===== config.mk =====
export PLATFORM = sky130hd
export DESIGN_NAME = snitch_dma_acc_issuer
export DESIGN_NICKNAME = d
export VERILOG_FILES = /design/src/rtl/snitch_dma_acc_issuer.sv
export SDC_FILE = /design/constraint.sdc
export NUM_CORES = 1
export LEC_CHECK = 0
export ABC_AREA = 1
export BUFFER_PORTS_ARGS = -buffer_cell sky130_fd_sc_hd__buf_2
export CAP_MARGIN = 30
export CORE_AREA = 3 3 255 257
export CTS_CLUSTER_DIAMETER = 40
export DETAILED_ROUTE_END_ITERATION = 7
export DIE_AREA = 0 0 258 260
export GPL_TIMING_DRIVEN = 0
export SYNTH_ARGS = -nofsm -noshare
export SYNTH_HDL_FRONTEND = slang
export SYNTH_SLANG_ARGS = --single-unit

===== constraint.sdc =====
create_clock -name clk_i -period 3.2 [get_ports clk_i]
set_input_delay 0.32 -clock clk_i [delete_from_list [all_inputs] [get_ports clk_i]]
set_output_delay 0.32 -clock clk_i [all_outputs]
set_load 0.02 [all_outputs]

===== src/rtl/snitch_dma_acc_issuer.sv =====
// Issues one DMA transfer descriptor as DMSRC/DMDST/[DMSTR/DMREP]/DMCPY accelerator requests,
// optionally polling DMSTAT until completion. Define SNITCH_DMA_ISSUER_BACKOFF_EN to space out polls.
module snitch_dma_acc_issuer #(
    parameter int unsigned AddrWidth = 48,
    parameter int unsigned DataWidth = 64,
    parameter logic [4:0]  QId       = 5'd0,
    parameter logic [31:0] AccAddr   = 32'd1
`ifdef SNITCH_DMA_ISSUER_BACKOFF_EN
    ,
    parameter int unsigned PollBackoff = 8
`endif
) (
    input  logic                 clk_i,
    input  logic                 rst_i,

    input  logic [AddrWidth-1:0] desc_src_i,
    input  logic [AddrWidth-1:0] desc_dst_i,
    input  logic [AddrWidth-1:0] desc_size_i,
    input  logic [AddrWidth-1:0] desc_stride_src_i,
    input  logic [AddrWidth-1:0] desc_stride_dst_i,
    input  logic [AddrWidth-1:0] desc_reps_i,
    input  logic                 desc_twod_i,
    input  logic                 desc_decouple_i,
    input  logic                 desc_wait_i,
    input  logic                 desc_valid_i,
    output logic                 desc_ready_o,

    output logic [31:0]          acc_qaddr_o,
    output logic [4:0]           acc_qid_o,
    output logic [31:0]          acc_qdata_op_o,
    output logic [DataWidth-1:0] acc_qdata_arga_o,
    output logic [DataWidth-1:0] acc_qdata_argb_o,
    output logic [AddrWidth-1:0] acc_qdata_argc_o,
    output logic                 acc_qvalid_o,
    input  logic                 acc_qready_i,

    input  logic [DataWidth-1:0] acc_pdata_i,
    input  logic [4:0]           acc_pid_i,
    input  logic                 acc_perror_i,
    input  logic                 acc_pvalid_i,
    output logic                 acc_pready_o,

    output logic                 done_valid_o,
    output logic [31:0]          done_tid_o,
    output logic                 done_error_o,
    output logic                 busy_o
);

    // Snitch DMA instruction words with all register fields zero.
    localparam logic [31:0] OpDmSrc  = 32'h0000_002B;
    localparam logic [31:0] OpDmDst  = 32'h0200_002B;
    localparam logic [31:0] OpDmCpy  = 32'h0600_002B;
    localparam logic [31:0] OpDmStat = 32'h0A00_002B;
    localparam logic [31:0] OpDmStr  = 32'h0C00_002B;
    localparam logic [31:0] OpDmRep  = 32'h0E00_002B;

    typedef enum logic [3:0] {
        IDLE,
        SRC,
        DST,
        STR,
        REP,
        CPY,
        CPY_RSP,
        STAT,
        STAT_RSP
`ifdef SNITCH_DMA_ISSUER_BACKOFF_EN
        ,
        BACKOFF
`endif
    } state_e;

    state_e state_q, state_d;

    logic [AddrWidth-1:0] src_q, dst_q, size_q, stride_src_q, stride_dst_q, reps_q;
    logic                 twod_q, decouple_q, wait_q;
    logic                 desc_load;

    logic [31:0] tid_q, tid_d;
    logic        done_valid_q, done_valid_d;
    logic [31:0] done_tid_q, done_tid_d;
    logic        done_error_q, done_error_d;

    logic        rsp_bad;
    logic [31:0] rsp_word;
    logic [31:0] poll_diff;
    logic        poll_done;
    logic        unused_pdata_hi;

`ifdef SNITCH_DMA_ISSUER_BACKOFF_EN
    logic [7:0] backoff_cnt_q, backoff_cnt_d;
`endif

    assign rsp_word        = acc_pdata_i[31:0];
    assign rsp_bad         = acc_perror_i || (acc_pid_i != QId);
    assign unused_pdata_hi = ^acc_pdata_i[DataWidth-1:32];

    // Completed ID is ahead of ours by a positive distance in serial-number arithmetic.
    assign poll_diff = rsp_word - tid_q;
    assign poll_done = (poll_diff != 32'd0) && !poll_diff[31];

    // Request channel is decoded from registered state and descriptor only.
    always_comb begin
        acc_qvalid_o     = 1'b0;
        acc_qdata_op_o   = '0;
        acc_qdata_arga_o = '0;
        acc_qdata_argb_o = '0;
        unique case (state_q)
            SRC: begin
                acc_qvalid_o     = 1'b1;
                acc_qdata_op_o   = OpDmSrc;
                acc_qdata_arga_o = DataWidth'(src_q[31:0]);
                acc_qdata_argb_o = DataWidth'(src_q[AddrWidth-1:32]);
            end
            DST: begin
                acc_qvalid_o     = 1'b1;
                acc_qdata_op_o   = OpDmDst;
                acc_qdata_arga_o = DataWidth'(dst_q[31:0]);
                acc_qdata_argb_o = DataWidth'(dst_q[AddrWidth-1:32]);
            end
            STR: begin
                acc_qvalid_o     = 1'b1;
                acc_qdata_op_o   = OpDmStr;
                acc_qdata_arga_o = DataWidth'(stride_src_q);
                acc_qdata_argb_o = DataWidth'(stride_dst_q);
            end
            REP: begin
                acc_qvalid_o     = 1'b1;
                acc_qdata_op_o   = OpDmRep;
                acc_qdata_arga_o = DataWidth'(reps_q);
            end
            CPY: begin
                acc_qvalid_o     = 1'b1;
                acc_qdata_op_o   = OpDmCpy;
                acc_qdata_arga_o = DataWidth'(size_q);
                acc_qdata_argb_o = DataWidth'({twod_q, decouple_q});
            end
            STAT: begin
                acc_qvalid_o     = 1'b1;
                acc_qdata_op_o   = OpDmStat;
            end
            default: ;
        endcase
    end

    assign acc_qaddr_o      = AccAddr;
    assign acc_qid_o        = QId;
    assign acc_qdata_argc_o = '0;
    assign acc_pready_o     = (state_q == CPY_RSP) || (state_q == STAT_RSP);
    assign desc_ready_o     = (state_q == IDLE);
    assign busy_o           = (state_q != IDLE);
    assign done_valid_o     = done_valid_q;
    assign done_tid_o       = done_tid_q;
    assign done_error_o     = done_error_q;

    always_comb begin
        state_d      = state_q;
        desc_load    = 1'b0;
        tid_d        = tid_q;
        done_valid_d = 1'b0;
        done_tid_d   = done_tid_q;
        done_error_d = done_error_q;
`ifdef SNITCH_DMA_ISSUER_BACKOFF_EN
        backoff_cnt_d = backoff_cnt_q;
`endif
        unique case (state_q)
            IDLE: begin
                if (desc_valid_i) begin
                    desc_load = 1'b1;
                    state_d   = SRC;
                end
            end
            SRC: if (acc_qready_i) state_d = DST;
            DST: if (acc_qready_i) state_d = twod_q ? STR : CPY;
            STR: if (acc_qready_i) state_d = REP;
            REP: if (acc_qready_i) state_d = CPY;
            CPY: if (acc_qready_i) state_d = CPY_RSP;
            CPY_RSP: begin
                if (acc_pvalid_i) begin
                    if (rsp_bad) begin
                        done_valid_d = 1'b1;
                        done_tid_d   = 32'd0;
                        done_error_d = 1'b1;
                        state_d      = IDLE;
                    end else if (!wait_q) begin
                        done_valid_d = 1'b1;
                        done_tid_d   = rsp_word;
                        done_error_d = 1'b0;
                        state_d      = IDLE;
                    end else begin
                        tid_d   = rsp_word;
                        state_d = STAT;
                    end
                end
            end
            STAT: if (acc_qready_i) state_d = STAT_RSP;
            STAT_RSP: begin
                if (acc_pvalid_i) begin
                    if (rsp_bad || poll_done) begin
                        done_valid_d = 1'b1;
                        done_tid_d   = tid_q;
                        done_error_d = rsp_bad;
                        state_d      = IDLE;
                    end else begin
`ifdef SNITCH_DMA_ISSUER_BACKOFF_EN
                        backoff_cnt_d = 8'(PollBackoff);
                        state_d       = BACKOFF;
`else
                        state_d = STAT;
`endif
                    end
                end
            end
`ifdef SNITCH_DMA_ISSUER_BACKOFF_EN
            BACKOFF: begin
                backoff_cnt_d = backoff_cnt_q - 8'd1;
                if (backoff_cnt_q <= 8'd1) state_d = STAT;
            end
`endif
            default: state_d = IDLE;
        endcase
    end

    always_ff @(posedge clk_i) begin
        if (rst_i) begin
            state_q      <= IDLE;
            tid_q        <= '0;
            done_valid_q <= 1'b0;
            done_tid_q   <= '0;
            done_error_q <= 1'b0;
            src_q        <= '0;
            dst_q        <= '0;
            size_q       <= '0;
            stride_src_q <= '0;
            stride_dst_q <= '0;
            reps_q       <= '0;
            twod_q       <= 1'b0;
            decouple_q   <= 1'b0;
            wait_q       <= 1'b0;
`ifdef SNITCH_DMA_ISSUER_BACKOFF_EN
            backoff_cnt_q <= '0;
`endif
        end else begin
            state_q      <= state_d;
            tid_q        <= tid_d;
            done_valid_q <= done_valid_d;
            done_tid_q   <= done_tid_d;
            done_error_q <= done_error_d;
`ifdef SNITCH_DMA_ISSUER_BACKOFF_EN
            backoff_cnt_q <= backoff_cnt_d;
`endif
            if (desc_load) begin
                src_q        <= desc_src_i;
                dst_q        <= desc_dst_i;
                size_q       <= desc_size_i;
                stride_src_q <= desc_stride_src_i;
                stride_dst_q <= desc_stride_dst_i;
                reps_q       <= desc_reps_i;
                twod_q       <= desc_twod_i;
                decouple_q   <= desc_decouple_i;
                wait_q       <= desc_wait_i;
            end
        end
    end

endmodule


==> reports/metrics.cfg <==
[worst_setup_path]
slowest_delay_ps = 400
end_kind = primary output
cpMaxStageDelayCell = dfxtp_2
required_ps = 2880
start_kind = flop
rrSetupSlack_ps = 240
regToRegEndpoint = size_q[6]
r2r.worst_path.cells = 8
cp.arrival_ps = 2800
cp_max_fo = 10
timing.rr.start = state_q[0]
crit_type = reg2out
cp_cell_sequence = inv_1 > nand2_2 > nor2_4 > buf_4 > clkinv_2 > clkbuf_4 > o22ai_1 > a221oi_1 > o21ai_0 > buf_2

[place]
io_buffer_count = 473
finalWeightedCongestion = 0.918
dp_hpwl_um = 65000
dp_cells = 4219

[synthesis]
synthesis.area_um2 = 18700
ys.flop_type = dfxtp_1
async_flop_share_pct = 0
syn-instance-count = 2755
yosysWarnings = 0
yosysUniqueCellTypes = 35
synth_seq_cells = 361
synth_edf_count = 0
yosysSeqAreaShare_pct = 38.6
syn_avg_cell_area_um2 = 6.80

[grt]
grt_pass1_wl_um = 122000
grtUsageTotal_pct = 23.9
grt_overflow = 0
grt_max_degree = 12
grt_pass1_vias = 20100
antenna_found_initial = 11

[sta]
slew_headroom_pct = 35.9
rsz0062_at_grt = yes
setup_viol = 0
tightestPinTransition_ps = 962
finalClockSkew_ps = 31.9
layout_min_cycle_time_ps = 3120
maxSlewViolCount = 0
post-route-period-util_pct = 97.6
finalHoldViolations = 0
timing.fmax_mhz = 320

[cts]
cts_root_buf = clkbuf_16
clkTransAtPathRegs_ps = 50
cts_buffers = 71
h-tree-depth = 3
insertion_delay_ps = 600
cts_tree = built
clock_sinks = 361
clockBufferDepth = 3

[hold_path]
min_path_type = in2reg
hold_depth = 3
hold_end = size_q[16]
hold_start = desc_size_i[16]

[route]
final_antenna_net_count = 0
dr.pass1.iters = 7
routedWlPerCell_um = 18.7
drc = 0
via_count = 21300
drt_iter0_drc = 1650
via_per_inst = 4.71
wl_um = 84800

[die]
core-area_um2 = 63000
io_pins = 649
die_y_um = 260
die-area_um2 = 67100
fp.dieW_um = 258
start_util_pct = 29.8
placementRows = 92

[pwr]
p_leak_uw = 0.0128
total_power_uw = 19400
ir_drop_mv = 0.460
power_density_nw_per_um2 = 703

[final_layout]
fillers = 6500
layout_common_cells = buf_2, nand2_1, inv_1, dfxtp_1, a21oi_1
drive_gt1_share_pct = 24.2
final_common_cell = buf_2
fin_nets = 4021
area_growth_pct = 47.2
fin_cells = 4530

[status]
status = finished, final reports clean

[flow_run]
max-cap-violations = 0

what timing repair did:
item | CTS | global route
resized for setup | 46 | 100
setup endpoints to repair | 85 | 86
buffers inserted | 10 | 6
pin swaps | 2 | 8
endpoints found under the hold margin | 160 | 0
hold buffers | 160 | 0
gates cloned | 0 | 1
power breakdown:
part / leakage, uW / internal [uW] / total [uW] / switching, uW
Combinational: 0.00865 / 1770 / 5870 / 4110
Sequential: 0.00297 / 5460 / 5790 / 334
Clock: 0.00122 / 5070 / 7740 / 2670
how the worst max path moves through the flow:
stage / startpoint / end
after floorplan: acc_pdata_i[0] / done_tid_o[13]
after global placement: state_q[2] / acc_qdata_arga_o[14]
after detailed placement: state_q[0] / acc_qdata_arga_o[18]
after CTS: state_q[1] / acc_qdata_arga_o[25]
after global routing: state_q[3] / acc_qdata_arga_o[14]
final: state_q[1] / acc_qdata_arga_o[28]
critical path: cells and delay by family, from the launching register on:
family	cells	cell delay, ps
AOI/OAI and AO/OA	3	730
buffers and inverters	5	880
DFF	1	400
and+or+nand+nor	2	200
metrics by stage:
| step | utilization [%] | worst slack, ps | hold WS, ps | TNS, ps | instance area (um2) |
|---|---|---|---|---|---|
| floorplan | - | 643 | 425 | 0 | 19300 |
| global placement | 36.0 | -829 | 434 | -30590 | 22700 |
| detailed placement | 36.1 | -392 | 438 | -13540 | 22800 |
| CTS | 43.0 | 7.35 | 0.262 | 0 | 27100 |
| global route | 43.8 | -12.7 | 7.24 | -12.8 | 27600 |
| finish | 43.8 | 75.6 | 22.1 | 0 | 27600 |
per-layer routing:
| metal | vias to the layer above | track usage (%) | share of wire, % |
|---|---|---|---|
| li1 | 10500 | - | - |
| met1 | 9876 | 30.2 | 42 |
| met2 | 836 | 40.5 | 48 |
| met3 | 168 | 5.12 | 7.3 |
| met4 | 8 | 7.52 | 2.9 |
| met5 | - | 0 | 0.052 |
final cells by class:
cell class	count	area, um2	share of cell area, %
Antenna cell	5	12.5	0.0454
Buffer	313	1790	6.49
Clock buffer	84	1930	6.99
Clock inverter	45	563	2.04
Inverter	447	1690	6.11
Multi-Input combinational cell	1773	9110	33.0
Sequential cell	361	7230	26.2
Tap cell	846	1060	3.84
Timing Repair Buffer	656	4210	15.2
flip-flops by register name, indices dropped and copies added, names as in the netlist, 4 cells and up:
register	flops
done_tid_o	32
stride_src_q	48
src_q	48
state_q	4
dst_q	48
reps_q	48
stride_dst_q	48
size_q	48
tid_q	32
logic make-up (layout without fill, tap and decap cells):
kind of cell / count (synthesis) / in the layout / synth area share [%]
adder cells (fa/ha/maj): 32 / 32 / 2.18
XOR/XNOR: 11 / 11 / 0.514
flip-flops: 361 / 361 / 38.6
buffers and inverters: 761 / 1545 / 18.3
other: 2 / 147 / 0.0401
AND/OR/NAND/NOR: 855 / 855 / 19.1
AO/OA/AOI/OAI: 733 / 733 / 21.4
cell usage after synthesis, types with 2 or more instances:
master | count | area share, %
a31oi_1 | 31 | 1.0
o22ai_1 | 31 | 1.0
buf_2 | 4 | 0.11
buf_4 | 147 | 5.9
o21ai_0 | 256 | 6.8
and3_1 | 2 | 0.067
xnor2_1 | 5 | 0.23
conb_1 | 2 | 0.040
xor2_1 | 6 | 0.28
nor3_1 | 7 | 0.19
nor2_1 | 168 | 3.4
nand2_2 | 2 | 0.067
clkbuf_1 | 159 | 3.2
nand4_1 | 45 | 1.5
o2111ai_1 | 2 | 0.093
nand3_4 | 2 | 0.19
and2_1 | 5 | 0.17
buf_6 | 2 | 0.12
dfxtp_1 | 361 | 39
clkinv_1 | 4 | 0.080
nand2_1 | 479 | 9.6
a21oi_1 | 347 | 9.3
buf_1 | 2 | 0.040
o221ai_1 | 31 | 1.4
nand3_1 | 140 | 3.7
nor2_2 | 2 | 0.067
a221oi_1 | 32 | 1.5
ha_1 | 31 | 2.1
inv_1 | 442 | 8.9
nand3b_1 | 3 | 0.12
Power figures use the tool's default switching activity.
